<file path="config.mk">
export PLATFORM = sky130hd
export DESIGN_NAME = player_controller
export DESIGN_NICKNAME = d
export VERILOG_FILES = /design/src/rtl/dino_pkg.sv /design/src/rtl/button_debounce.sv /design/src/rtl/player_controller.sv
export SDC_FILE = /design/constraint.sdc
export NUM_CORES = 1
export LEC_CHECK = 0
export ABC_AREA = 1
export BUFFER_PORTS_ARGS = -buffer_cell sky130_fd_sc_hd__buf_4
export CORE_AREA = 2 2 39 41
export CTS_CLUSTER_DIAMETER = 150
export DETAILED_ROUTE_END_ITERATION = 12
export DIE_AREA = 0 0 41 43
export PLACE_DENSITY_LB_ADDON = 0.2
export SLEW_MARGIN = 20
export SYNTH_ARGS = -nofsm -noshare
export SYNTH_HDL_FRONTEND = slang
export SYNTH_SLANG_ARGS = --single-unit
</file>
<file path="constraint.sdc">
create_clock -name clk -period 1.79 [get_ports clk]
set_clock_uncertainty 0.2 [all_clocks]
set_input_delay 0.2685 -clock clk [delete_from_list [all_inputs] [get_ports clk]]
set_output_delay 0.2685 -clock clk [all_outputs]
set_load 0.03 [all_outputs]
</file>
<file path="src/rtl/dino_pkg.sv">
// Shared definitions for the dino game: player state encoding and game_tick phase indices.
package dino_pkg;

    localparam int unsigned PSTATE_W = 3;
    localparam int unsigned TICK_W   = 2;

    localparam logic [PSTATE_W-1:0] PS_IDLE = 3'd0;
    localparam logic [PSTATE_W-1:0] PS_RUN  = 3'd1;
    localparam logic [PSTATE_W-1:0] PS_JUMP = 3'd2;
    localparam logic [PSTATE_W-1:0] PS_DUCK = 3'd3;
    localparam logic [PSTATE_W-1:0] PS_DEAD = 3'd4;

    localparam logic [0:0] TICK_VEL = 1'b0;
    localparam logic [0:0] TICK_POS = 1'b1;

    typedef enum logic [PSTATE_W-1:0] {
        ST_IDLE = PS_IDLE,
        ST_RUN  = PS_RUN,
        ST_JUMP = PS_JUMP,
        ST_DUCK = PS_DUCK,
        ST_DEAD = PS_DEAD
    } player_state_e;

endpackage

</file>
<file path="src/rtl/button_debounce.sv">
// Raw button -> 2-FF synchronizer -> debounced level plus one-cycle rise strobe.
// Counter only built when PLAYER_CTRL_DEBOUNCE_EN is defined; otherwise level follows the synchronizer.
module button_debounce #(
    parameter int unsigned DEBOUNCE_CYCLES = 50000
) (
    input  logic clk,
    input  logic rst_n,
    input  logic btn_raw_i,
    output logic level_o,
    output logic level_nxt_c,
    output logic rise_c
);

    if (DEBOUNCE_CYCLES < 1) begin : g_param_check
        $error("button_debounce: DEBOUNCE_CYCLES must be at least 1");
    end

    logic sync1_q, sync2_q;
    logic level_q, level_d;

    always_ff @(posedge clk) begin
        if (!rst_n) begin
            sync1_q <= 1'b0;
            sync2_q <= 1'b0;
            level_q <= 1'b0;
        end else begin
            sync1_q <= btn_raw_i;
            sync2_q <= sync1_q;
            level_q <= level_d;
        end
    end

`ifdef PLAYER_CTRL_DEBOUNCE_EN
    localparam int unsigned CNT_W = $clog2(DEBOUNCE_CYCLES + 1);

    logic [CNT_W-1:0] cnt_q, cnt_d;

    // Count consecutive disagreeing cycles; flip once DEBOUNCE_CYCLES have been seen.
    always_comb begin
        cnt_d   = '0;
        level_d = level_q;
        if (sync2_q != level_q) begin
            if (cnt_q == CNT_W'(DEBOUNCE_CYCLES)) begin
                level_d = sync2_q;
            end else begin
                cnt_d = cnt_q + CNT_W'(1);
            end
        end
    end

    always_ff @(posedge clk) begin
        if (!rst_n) begin
            cnt_q <= '0;
        end else begin
            cnt_q <= cnt_d;
        end
    end
`else
    always_comb begin
        level_d = sync2_q;
    end
`endif

    assign level_o     = level_q;
    assign level_nxt_c = level_d;
    assign rise_c      = level_d & ~level_q;

endmodule

</file>
<file path="src/rtl/player_controller.sv">
// Dino player front-end: button conditioning, two-phase game_tick sequencing and player state FSM.
// Optional debounce counters enabled by defining PLAYER_CTRL_DEBOUNCE_EN.
module player_controller
    import dino_pkg::*;
#(
    parameter int unsigned DEBOUNCE_CYCLES = 50000
) (
    input  logic                clk,
    input  logic                rst_n,
    input  logic                frame_tick,
    input  logic                game_over,
    input  logic                btn_jump_raw,
    input  logic                btn_down_raw,
    input  logic                jump_done,
    output logic [TICK_W-1:0]   game_tick,
    output logic                jump_pulse,
    output logic                button_down,
    output logic [PSTATE_W-1:0] player_state,
    output logic                start,
    output logic                restart
);

    logic jump_level, jump_level_nxt, jump_press;
    logic down_level, down_level_nxt, down_rise;

    button_debounce #(.DEBOUNCE_CYCLES(DEBOUNCE_CYCLES)) u_jump_db (
        .clk         (clk),
        .rst_n       (rst_n),
        .btn_raw_i   (btn_jump_raw),
        .level_o     (jump_level),
        .level_nxt_c (jump_level_nxt),
        .rise_c      (jump_press)
    );

    button_debounce #(.DEBOUNCE_CYCLES(DEBOUNCE_CYCLES)) u_down_db (
        .clk         (clk),
        .rst_n       (rst_n),
        .btn_raw_i   (btn_down_raw),
        .level_o     (down_level),
        .level_nxt_c (down_level_nxt),
        .rise_c      (down_rise)
    );

    logic unused_levels;
    assign unused_levels = ^{jump_level, jump_level_nxt, down_rise};

    player_state_e     state_q, state_d;
    logic [TICK_W-1:0] tick_q, tick_d;
    logic              jump_req_q, jump_req_d;
    logic              jump_pulse_q, jump_pulse_d;
    logic              start_q, start_d;
    logic              restart_q, restart_d;

    always_ff @(posedge clk) begin
        if (!rst_n) begin
            state_q      <= ST_IDLE;
            tick_q       <= '0;
            jump_req_q   <= 1'b0;
            jump_pulse_q <= 1'b0;
            start_q      <= 1'b0;
            restart_q    <= 1'b0;
        end else begin
            state_q      <= state_d;
            tick_q       <= tick_d;
            jump_req_q   <= jump_req_d;
            jump_pulse_q <= jump_pulse_d;
            start_q      <= start_d;
            restart_q    <= restart_d;
        end
    end

    always_comb begin
        tick_d     = '0;
        jump_req_d = jump_req_q;
        state_d    = state_q;
        start_d    = 1'b0;
        restart_d  = 1'b0;

        // A new frame_tick is only accepted when no sequence is in flight.
        if (tick_q[TICK_VEL]) begin
            tick_d[TICK_POS] = 1'b1;
        end else if (!tick_q[TICK_POS] && frame_tick) begin
            tick_d[TICK_VEL] = 1'b1;
        end

        if (tick_q[TICK_VEL]) begin
            jump_req_d = 1'b0;
        end
        if (jump_press && state_q == ST_RUN) begin
            jump_req_d = 1'b1;
        end

        case (state_q)
            ST_IDLE: begin
                if (jump_press) begin
                    state_d = ST_RUN;
                    start_d = 1'b1;
                end
            end
            ST_RUN: begin
                if (jump_pulse_q) begin
                    state_d = ST_JUMP;
                end else if (down_level) begin
                    state_d = ST_DUCK;
                end
            end
            ST_JUMP: begin
                if (tick_q[TICK_POS] && jump_done) begin
                    state_d = down_level ? ST_DUCK : ST_RUN;
                end
            end
            ST_DUCK: begin
                if (!down_level) begin
                    state_d = ST_RUN;
                end
            end
            ST_DEAD: begin
                if (jump_press) begin
                    restart_d = 1'b1;
                end else if (!game_over) begin
                    state_d = ST_RUN;
                end
            end
            default: state_d = ST_IDLE;
        endcase

        if (game_over) begin
            state_d = ST_DEAD;
            start_d = 1'b0;
        end

        // Evaluated on next-cycle values so the registered pulse lines up with game_tick[0].
        jump_pulse_d = tick_d[TICK_VEL] & jump_req_d & (state_d == ST_RUN) & ~down_level_nxt;
    end

    assign game_tick    = tick_q;
    assign jump_pulse   = jump_pulse_q;
    assign button_down  = down_level;
    assign player_state = state_q;
    assign start        = start_q;
    assign restart      = restart_q;

endmodule
</file>
# Yosys cells after proc, flatten, opt, wreduce, memory -nomap -nowiden
# Cells that the tools add are included.
dict set report totals {
  romBits 0
  ramBits 0
  elab_cells 47
  register_bits 15
  n_memories 0
  inputBits 7
  latch_bits 0
  output_inout_bits 9
}
dict set report classes {
  bitwise_logic 8
  div 0
  order_cmp 0
  n_reduce_logical 7
  eq_ne 5
  add_sub_neg 0
  shift 0
  multipliers 0
  muxes 15
}
# cell count
set op_table {}
lappend op_table {{$mux 3} 7}
lappend op_table {{$pmux 3 s5} 1}
lappend op_table {{$eq 3x1->1 const B} 2}
lappend op_table {{$eq 3x2->1 const B} 2}
lappend op_table {{$mux 1} 6}
lappend op_table {{$and 1x1->1} 4}
lappend op_table {{$not 1->1} 4}
lappend op_table {{$eq 3x3->1 const B} 1}
lappend op_table {{$logic_and 1x1->1} 3}
lappend op_table {{$logic_not 3->1} 1}
lappend op_table {{$reduce_or 3->1} 1}
lappend op_table {{$mux 2} 1}
lappend op_table {{$reduce_and 2->1} 1}
lappend op_table {{$logic_not 1->1} 1}

# Depth between registers and ports, before layout
# Gate-level depths: netlist of the first run.
dict set report logic_depth {
  depth_word 8
  mapped_depth 8
  mapped_depth_nobuf 8
}

# By module
# A second synthesis of the first run with hierarchy kept.
dict set report hier_totals {
  cells_unflattened 86
  hier_area_um2 618.1
}
# module area_per_inst_um2 n_inst seq_area_each_um2 cells_per_inst
set by_module_without_submodules {}
lappend by_module_without_submodules {player_controller 432.9 1 180.2 64}
lappend by_module_without_submodules {button_debounce 92.6 2 60.1 11}

# Worst setup path after synthesis of the first run
# Ideal clock, no wire load.
dict set report synth_path {
  kind {reg2reg}
  startpoint {reg state_q[2], in the netlist player_state[2]}
  endpoint {reg jump_pulse_q, in the netlist jump_pulse}
  setup_time_ns 0.062
  required_time_ns 1.528
  stages_incl_launch_ff 7
  setup_slack_ns 0.454
  synth_period_minus_slack_ns 1.336
  arrival_ns 1.074
  path_buffers 0
  path_cell_list {dfxtp_1 -> nor2_1 -> nand3_1 -> nand2_1 -> nor2_1 -> nand2_1 -> nor2_2}
}
dict set report synth_between {
  elab_chain_cells 7
  word_cells_on_any_way 19
  classes_between {eq/ne (5); mux (9); bitwise (3); reduce/logical (2)}
}
# item line_no
set synth_lines {}
lappend synth_lines {{start, declared} player_controller.sv:47} ;# player_state_e state_q, state_d;
lappend synth_lines {{start signal, assigned} player_controller.sv:63} ;# state_q <= state_d;
lappend synth_lines {{$mux 3} player_controller.sv:103} ;# end else if (down_level) begin
lappend synth_lines {{$mux 3} player_controller.sv:101} ;# if (jump_pulse_q) begin
lappend synth_lines {{$pmux 3 s5} player_controller.sv:93} ;# case (state_q)
lappend synth_lines {{$mux 3} player_controller.sv:127} ;# if (game_over) begin
lappend synth_lines {{$eq 3x1->1} player_controller.sv:133} ;# jump_pulse_d = tick_d[TICK_VEL] & jump_req_d & (state_d == ST_RUN) & ~down_level_nxt;
lappend synth_lines {{$and 1x1->1 * (2 in a row)} player_controller.sv:133}
lappend synth_lines {{end signal, assigned} player_controller.sv:66} ;# jump_pulse_q <= jump_pulse_d;
lappend synth_lines {{end, declared} player_controller.sv:50} ;# logic jump_pulse_q, jump_pulse_d;
# Mark *: on every way between the ends. The rest lies on a longest branch, timed or not.
# A chain may end at the register's enable or synchronous reset.

# Worst setup path after layout of the first run
dict set report layout_path {
  startpoint {reg state_q[0], in the netlist player_state[0]}
  endpoint {out player_state[0]}
}
# item line_no
set layout_lines {}
lappend layout_lines {{end, declared} player_controller.sv:18} ;# output logic [PSTATE_W-1:0] player_state,
# No word-level cell between the ends.

==> metrics, run 1 <==
Sinks on Clock Net 15; post-synthesis cell count 87; Post-Route WL 1042 um; GP Congestion 0.7432; Compound-Gate Fraction of Synth Area 1.660%; outcome finished clean; Worst EP required 1.32 ns; HP Start rst_n; critical path's top delay family flip-flops; #FFs+latches synth 15; cell accounting for the most synthesized area dfxtp_1; initial drt markers 10; Final Hold Viols 0; Seq/Total Area, Yosys 49.79%; post-synthesis mux area share 0%; post-route ant nets 0; Netlist Area Pre-Place 603.1 um2; syn_area_per_cell 6.932 um2; largest family of logic cells by synthesized area simple AND/OR/NAND/NOR gates; Post CTS Setup Buffer Count 0; die area 0.001763 mm2; Area contributors post-synth dfxtp_1 (50%), nand2_1 (13%), inv_1 (12%), nor2_1 (6.8%), nand3_1 (6.6%); ant diodes 0; crit-path cells buf_4; die extent in x 41 um; Commonest cells post-synth nand2_1 (21), inv_1 (20), dfxtp_1 (15); min Tclk post-route 1.409 ns; share of layout cells above drive strength 1 20.56%; Fmax 709.5 MHz; share of the synthesized area in the top cell type 49.79%; slew margin rel. 84.62%; DP HPWL 786.6 um; Buffers on Ports 15; synthesis-to-layout area growth 29.25%; RSZ-0062 raised after global routing false; total of max-cap violations 0; Max stage delay on crit path 0.45 ns; CP max-delay cell dfxtp_1; H-tree depth 1; grt ovf 0; Total GRT Usage 13.78%; CP endpoint player_state[0]; CTS Hold Bufs 3; RR Startpoint player_state[2]; number of synthesized flops with an enable pin 0; global-route wire length before repair 1656 um; Power per Cell Area 787.8 mW/mm2; # setup viols final 0; reg2reg end jump_pulse; vias in the first global route 445; most frequent cell after synthesis nand2_1; fin. max-slew vios 0; post-layout util 56.33%; CTS buffer count 3; Pwr Total 0.6141 mW; post-synthesis adder-cell area fraction 0%; die height 43 um; setup_tns 0 ns; Synthesis Warnings 0; CTS tree yes; Slew @ Worst Pin 0.2304 ns; hold crit path type in -> reg; initial antenna violation count 0; core area 0.001384 mm2; Crit path arrival time 0.94 ns; # nets final 115; post_cts resized 0; Post-Synth XOR/XNOR Area 0%; R2R setup slack 0.56 ns; Stages on worst setup path 1; Setup crit start kind flop; Starting Density 43.58%; CTS Root Cell clkbuf_4; via count 538; I/O Pins 16; Reg2Reg Depth 7; Buf/Inv on CP 1; critical path capture point type output port; Synth async-reset ratio 0%; Row Count 14; crit-path max FO 7; Setup Crit Path Kind reg -> out; post-synthesis simple-gate area fraction 34.02%; largest net degree at the start of global routing 10; deepest clock path buffer count 2; clock-pin slew of the registers on the worst-case setup and hold paths 0.08 ns; clock latency on the worst-skew pair 0.28 ns; maximum vdd ir drop 0.3995 mV; Via density 4.374; Unique masters post-synth 11; P_leak 0.4285 nW; Avg WL per Cell 8.472 um; Syn Nets 94; Setup crit start player_state[0]; ys flop type dfxtp_1; Final period util 78.73%; drt pass-1 iters 4; DRC viols 0
cell type report:
type	instances	area (um2)
Clock buffer	4	26.28
Fill cell	141	604.3
Inverter	20	75.07
Multi-Input combinational cell	50	215.2
Sequential cell	15	300.3
Tap cell	16	20.02
Timing Repair Buffer	18	142.6
worst min-delay path, stage by stage:
cell and delay, ns:
buf_4 0.13, nand2_1 0.05, inv_1 0.04
kinds of logic (layout without fill, tap and decap cells):
| group | after synthesis | in the layout |
|---|---|---|
| flip-flops | 15 | 15 |
| AO/OA/AOI/OAI | 2 | 2 |
| AND/OR/NAND/NOR | 48 | 48 |
| buffers and inverters | 22 | 42 |
routing by layer:
metal | up-vias | part of all wire, % | GRT usage [%]
li1 | 294 | - | -
met1 | 226 | 46 | 17.22
met2 | 13 | 45 | 20.63
met3 | 5 | 5.8 | 3.141
met4 | 0 | 2.6 | 8.000
met5 | - | 0 | 0
power by group:
part           internal (mW)  switching [mW]  total [mW]
Combinational         0.0314          0.0410      0.0724
Clock                 0.0866           0.102       0.189
Sequential             0.344         0.00852       0.353
cell usage in the layout, fill, tap and decap left out, drive strengths merged:
cell type,n
a21oi,1
buf,15
clkbuf,4
dfxtp,15
dlygate4sd3,3
inv,20
nand2,21
nand3,8
nor2,15
nor3,4
o21ai,1
worst min-delay path by stage:
stage                            end  slack [ns]  cells after the start
6_report       u_down_db.level_nxt_c        0.03                      3
5_1_grt            u_down_db.sync1_q        0.05                      3
4_1_cts        u_down_db.level_nxt_c        0.03                      3
3_5_place_dp   u_down_db.level_nxt_c        0.20                      2
3_3_place_gp   u_down_db.level_nxt_c        0.19                      2
2_1_floorplan                  start        0.15                      1
stage by stage:
step                cell area (um2)  instances  hold slack, ns  setup slack (ns)
finish                        779.5        123         0.03318            0.3806
global route                  779.5        123         0.04768            0.3112
CTS                           779.5        123         0.02759            0.3753
detailed placement            723.2        116          0.1967            0.5757
global placement              723.2        116          0.1931            0.5577
floorplan                     603.1         87          0.1474            0.4544
sequential cells by signal, summed over array words and instances (netlist names):
signal and cells:
u_down_db.level_nxt_c 1, start 1, player_state 3, game_tick 2, jump_req_q 1, u_down_db.level_o 1
u_jump_db.sync1_q 1, jump_pulse 1, u_down_db.sync1_q 1, u_jump_db.level_nxt_c 1, u_jump_db.level_o 1, restart 1
Power figures use the tool's default switching activity.
==> run 2, diff against run 1 <==
--- a/config.mk
+++ b/config.mk
@@ -7,10 +7,10 @@
 export LEC_CHECK = 0
 export ABC_AREA = 1
 export BUFFER_PORTS_ARGS = -buffer_cell sky130_fd_sc_hd__buf_4
-export CORE_AREA = 2 2 39 41
+export CORE_MARGIN = 1
+export CORE_UTILIZATION = 43
 export CTS_CLUSTER_DIAMETER = 150
 export DETAILED_ROUTE_END_ITERATION = 12
-export DIE_AREA = 0 0 41 43
 export PLACE_DENSITY_LB_ADDON = 0.2
 export SLEW_MARGIN = 20
 export SYNTH_ARGS = -nofsm -noshare
==> constraint.sdc (replaced) <==
create_clock -name clk -period 1.2 [get_ports clk]
set_clock_uncertainty 0.2 [all_clocks]
set_input_delay 0.18 -clock clk [delete_from_list [all_inputs] [get_ports clk]]
set_output_delay 0.18 -clock clk [all_outputs]
set_load 0.03 [all_outputs]
==> metrics, run 2 (same netlist as run 1, synthesis figures left out) <==
outcome finished with violations; failing checks negative hold slack, negative setup slack; # nets final 117; post-layout util 65.96%; commonest non-fill, non-tap cell in the layout nand2_1; Worst EP required 0.82 ns; die area 0.001556 mm2; Row Count 13; Final period util 101.0%; commonest non-fill, non-tap cells in the layout nand2_1 (21), inv_1 (19), buf_4 (11), nor2_1 (9); critical path's top delay family flip-flops; Buffers on Ports 15; Starting Density 46.35%; Max stage delay on crit path 0.41 ns; Via density 4.581; H-tree depth 1; placed inst area 737.0 um2; Sinks on Clock Net 15; Setup crit start kind flop; CP max-delay cell dfxtp_4; synthesis-to-layout area growth 42.32%; Final Hold Viols 4; deepest clock path buffer count 2; via count 568; largest net degree at the start of global routing 10; # setup viols final 3; max reg flops 3; P_leak 0.4538 nW; ant diodes 0; Post-Route WL 1127 um; Slew @ Worst Pin 0.2280 ns; Final WS setup -0.01203 ns; CTS tree yes; crit-path max FO 6; initial antenna violation count 0; Crit path arrival time 0.83 ns; post-route ant nets 0; critical path capture point type output port; Buf/Inv on CP 1; slew margin rel. 84.75%; CTS buffer count 3; clock latency on the worst-skew pair 0.28 ns; RSZ-0062 raised after global routing true; die height 39.45 um; global-route wire length before repair 1780 um; Setup Crit Path Kind reg -> out; setup_tns -0.02667 ns; share of layout cells above drive strength 1 33.03%; core area 0.001301 mm2; CTS Hold Bufs 4; Fmax 825.1 MHz; clock-pin slew of the registers on the worst-case setup and hold paths 0.09 ns; vias in the first global route 471; Avg WL per Cell 9.089 um; final hold slack -0.1103 ns; total of max-cap violations 0; initial drt markers 13; hold crit path type in -> reg; Total GRT Usage 17.54%; drt pass-1 iters 4; min Tclk post-route 1.212 ns; I/O Pins 16; post-route cell area 858.3 um2; die extent in x 39.45 um; Power per Cell Area 1081 mW/mm2; DRC viols 0; maximum vdd ir drop 0.6860 mV; DP HPWL 817.2 um; fin. max-slew vios 0; crit-path cells buf_6; GP Congestion 0.8458; CTS Root Cell clkbuf_4; grt ovf 0
[run 2: cell type report]
cell class / count / area (um2)
fillers: 115 / 442.9
flip-flops and latches: 15 / 317.8
multi-input cells: 50 / 240.2
repair buffers: 20 / 178.9
inverters: 20 / 75.07
clock buffers: 3 / 22.52
well taps: 15 / 18.77
clock inverters: 1 / 5.005
[run 2: power by group]
part / switching, mW / leakage, nW / internal [mW]
Clock: 0.156 / 0.0177 / 0.124
Combinational: 0.0638 / 0.309 / 0.0575
Sequential: 0.0164 / 0.127 / 0.511
Total: 0.236 / 0.454 / 0.692
[run 2: metal layers]
| layer | global-route usage [%] | wire (um) | vias up | part of all wire [%] |
|---|---|---|---|---|
| li1 | - | - | 303 | - |
| met1 | 19.79 | 486 | 245 | 43 |
| met2 | 29.92 | 575 | 16 | 51 |
| met3 | 3.409 | 44 | 4 | 3.9 |
| met4 | 10.34 | 22 | 0 | 2.0 |
| met5 | 0 | 0 | - | 0 |
[run 2: what timing repair did]
item,CTS,global route
gates resized for setup,5,12
buffers inserted,0,0
hold endpoints to repair,11,4
setup endpoints to repair,4,11
[run 2: metrics by stage]
| step | power [mW] | std cells | setup slack, ns |
|---|---|---|---|
| finish | 0.9275 | 124 | -0.01203 |
| global placement | 0.6398 | 116 | -0.006336 |
| detailed placement | 0.6419 | 116 | -0.008086 |
| CTS | 0.9328 | 124 | -0.01761 |
| global route | 0.9824 | 124 | -0.05962 |
| floorplan | 0.6030 | 87 | 0.004041 |
[run 2: worst register-to-register path: stages, from the launching register on]
cell and delay [ns]:
dfxtp_4 0.37, nor2_4 0.15, nand2_1 0.08, nor2_1 0.12
nor2_2 0.06, nand3_1 0.09, nor2_2 0.04
[run 2: worst paths after layout]
kind,from,end,slack (ns),cells after the start
setup reg to reg,player_state[1],jump_pulse,0.01,6
hold / removal,game_over,player_state[0],-0.11,2
hold reg to reg,u_down_db.sync1_q,u_down_db.level_nxt_c,0.23,2
setup / recovery,player_state[2],player_state[2],-0.01,1
==> run 3, diff against run 2 <==
--- a/config.mk
+++ b/config.mk
@@ -5,12 +5,12 @@
 export SDC_FILE = /design/constraint.sdc
 export NUM_CORES = 1
 export LEC_CHECK = 0
-export ABC_AREA = 1
 export BUFFER_PORTS_ARGS = -buffer_cell sky130_fd_sc_hd__buf_4
-export CORE_MARGIN = 1
-export CORE_UTILIZATION = 43
+export CAP_MARGIN = 5
+export CORE_AREA = 2 2 39 41
 export CTS_CLUSTER_DIAMETER = 150
 export DETAILED_ROUTE_END_ITERATION = 12
+export DIE_AREA = 0 0 41 43
 export PLACE_DENSITY_LB_ADDON = 0.2
 export SLEW_MARGIN = 20
 export SYNTH_ARGS = -nofsm -noshare
==> metrics, run 3 <==
Setup Slack @ Placement -0.2740 ns; Starting Density 39.33%; #FFs+latches synth 15; Via density 5.122; maximum vdd ir drop 0.7767 mV; Setup crit start kind flop; Stages on worst setup path 4; DP HPWL 879.5 um; initial antenna violation count 0; commonest non-fill, non-tap cells in the layout buf_6 (14), buf_4 (13), and2_1 (8), dfxtp_1 (7), dfxtp_4 (5); # nets final 90; Row Count 14; # setup viols final 10; number of synthesized flops with an enable pin 0; Fmax 687.2 MHz; crit-path max FO 4; grt ovf 0; deepest clock path buffer count 2; Buffers on Ports 15; drt pass-1 iters 4; Unique masters post-synth 24; placed inst area 777.0 um2; CTS Hold Bufs 2; Hold Crit Depth 2; share of the synthesized area in the top cell type 55.17%; min Tclk post-route 1.455 ns; max reg flops 3; initial drt markers 3; RSZ-0062 raised after global routing true; met3 Use GR 9.424%; total of max-cap violations 0; Setup Crit Path Kind reg -> reg; ys flop type dfxtp_1; multi-input logic area 296.5 um2; Synth async-reset ratio 0%; die height 43 um; setup_tns -1.261 ns; syn_area_per_cell 10.67 um2; Worst EP required 1.22 ns; clock-pin slew of the registers on the worst-case setup and hold paths 0.09 ns; most frequent cell after synthesis dfxtp_1; Post-Route WL 1242 um; Final period util 121.3%; clock latency on the worst-skew pair 0.29 ns; Total GRT Usage 18.66%; slew margin rel. 72.67%; Seq/Total Area, Yosys 55.17%; CTS Root Cell clkbuf_4; critical path's top delay family simple AND/OR/NAND/NOR gates; CTS buffer count 3; final hold slack -0.02738 ns; Commonest cells post-synth dfxtp_1 (15), and2_1 (8), nor2_1 (3); share of layout cells above drive strength 1 63.41%; GRT busiest layer met2; critical path capture point type flop; Final WS setup -0.2552 ns; largest net degree at the start of global routing 12; synthesis-to-layout area growth 74.25%; GP Congestion 0.7116; global routing usage on met2 29.69%; Netlist Area Pre-Place 544.3 um2; hold crit path type in -> reg; Slew @ Worst Pin 0.4044 ns; post-route ant nets 0; DRC viols 0; Final Hold Viols 1; commonest non-fill, non-tap cell in the layout buf_6; die area 0.001763 mm2; Synthesis Warnings 0; Syn Nets 58; CP max-delay cell dfxtp_4; Power per Cell Area 1017 mW/mm2; Reg2Reg Depth 4; Sinks on Clock Net 15; failing checks negative hold slack, negative setup slack; cell accounting for the most synthesized area dfxtp_1; Buf/Inv on CP 0; I/O Pins 16; Crit path arrival time 1.47 ns; ant diodes 0; core area 0.001384 mm2; die extent in x 41 um; fin. max-slew vios 0; Area contributors post-synth dfxtp_1 (55%), and2_1 (9.2%), nor3b_1 (2.8%), a211oi_2 (2.3%), nand2b_1 (2.3%); Sequential Area 322.8 um2; via count 502; met1 Usage GRT 17.61%; H-tree depth 1; post-route cell area 948.4 um2; post-synthesis cell count 51; vias in the first global route 476; crit-path cells or3b_4 > o22ai_2 > nand4b_1 > nor3b_2; global-route wire length before repair 2070 um; FILL cells 115; CTS tree yes; Max stage delay on crit path 0.38 ns; outcome finished with violations; P_leak 0.3925 nW; Avg WL per Cell 12.67 um
[run 3: cell types whose count changed after synthesis, moves of 2 or more]
cell / before / now
and2_1: 0 / 8
inv_1: 20 / 2
nand2_1: 21 / 0
nand2b_1: 0 / 2
nand3_1: 8 / 0
nor2_1: 11 / 3
nor2_2: 4 / 0
nor2b_1: 0 / 2
nor3_1: 4 / 1
nor3b_1: 0 / 2
[run 3: metrics by stage]
stage                     power [mW]  std cells  util [%]
after floorplan               0.5851         51         -
after global placement        0.6413         90     56.15
after detailed placement      0.6431         90     56.15
after CTS                     0.9595         98     67.54
after global routing           1.008         98     68.54
final                         0.9648         98     68.54
[run 3: kinds of logic after synthesis]
group,synth area share (%)
compound gates,6.897
buf+inv,3.449
flops,55.17
mux,1.839
simple gates,32.64
[run 3: cell type report]
cell class / instances / share of cell area, %
clock buffer: 4 / 2.770
inverter: 2 / 0.7916
multi-input combinational: 32 / 31.27
sequential: 15 / 34.04
tap: 16 / 2.111
timing repair buffer: 29 / 29.02
[run 3: per-layer routing]
layer | wire (um) | part of all wire [%]
met5 | 0 | 0
met4 | 55 | 4.4
met3 | 54 | 4.3
met2 | 651 | 52
met1 | 481 | 39
[run 3: worst paths after layout]
kind,startpoint,end,slack (ns)
hold / removal,frame_tick,game_tick[0],-0.03
setup / recovery,player_state[0],jump_pulse,-0.26
hold reg to reg,u_down_db.sync1_q,u_down_db.level_nxt_c,0.24
setup reg to reg,player_state[0],jump_pulse,-0.26
[run 3: where the power goes]
group          switching (mW)  internal (mW)
Sequential             0.0127          0.506
Combinational          0.0662         0.0856
Clock                   0.165          0.130
[run 3: what timing repair did]
action                                  CTS  global route
endpoints found under the setup margin   10            13
pin swaps                                 4             0
hold endpoints to repair                  3             1
setup buffers                             2             0
resized for setup                        23             3
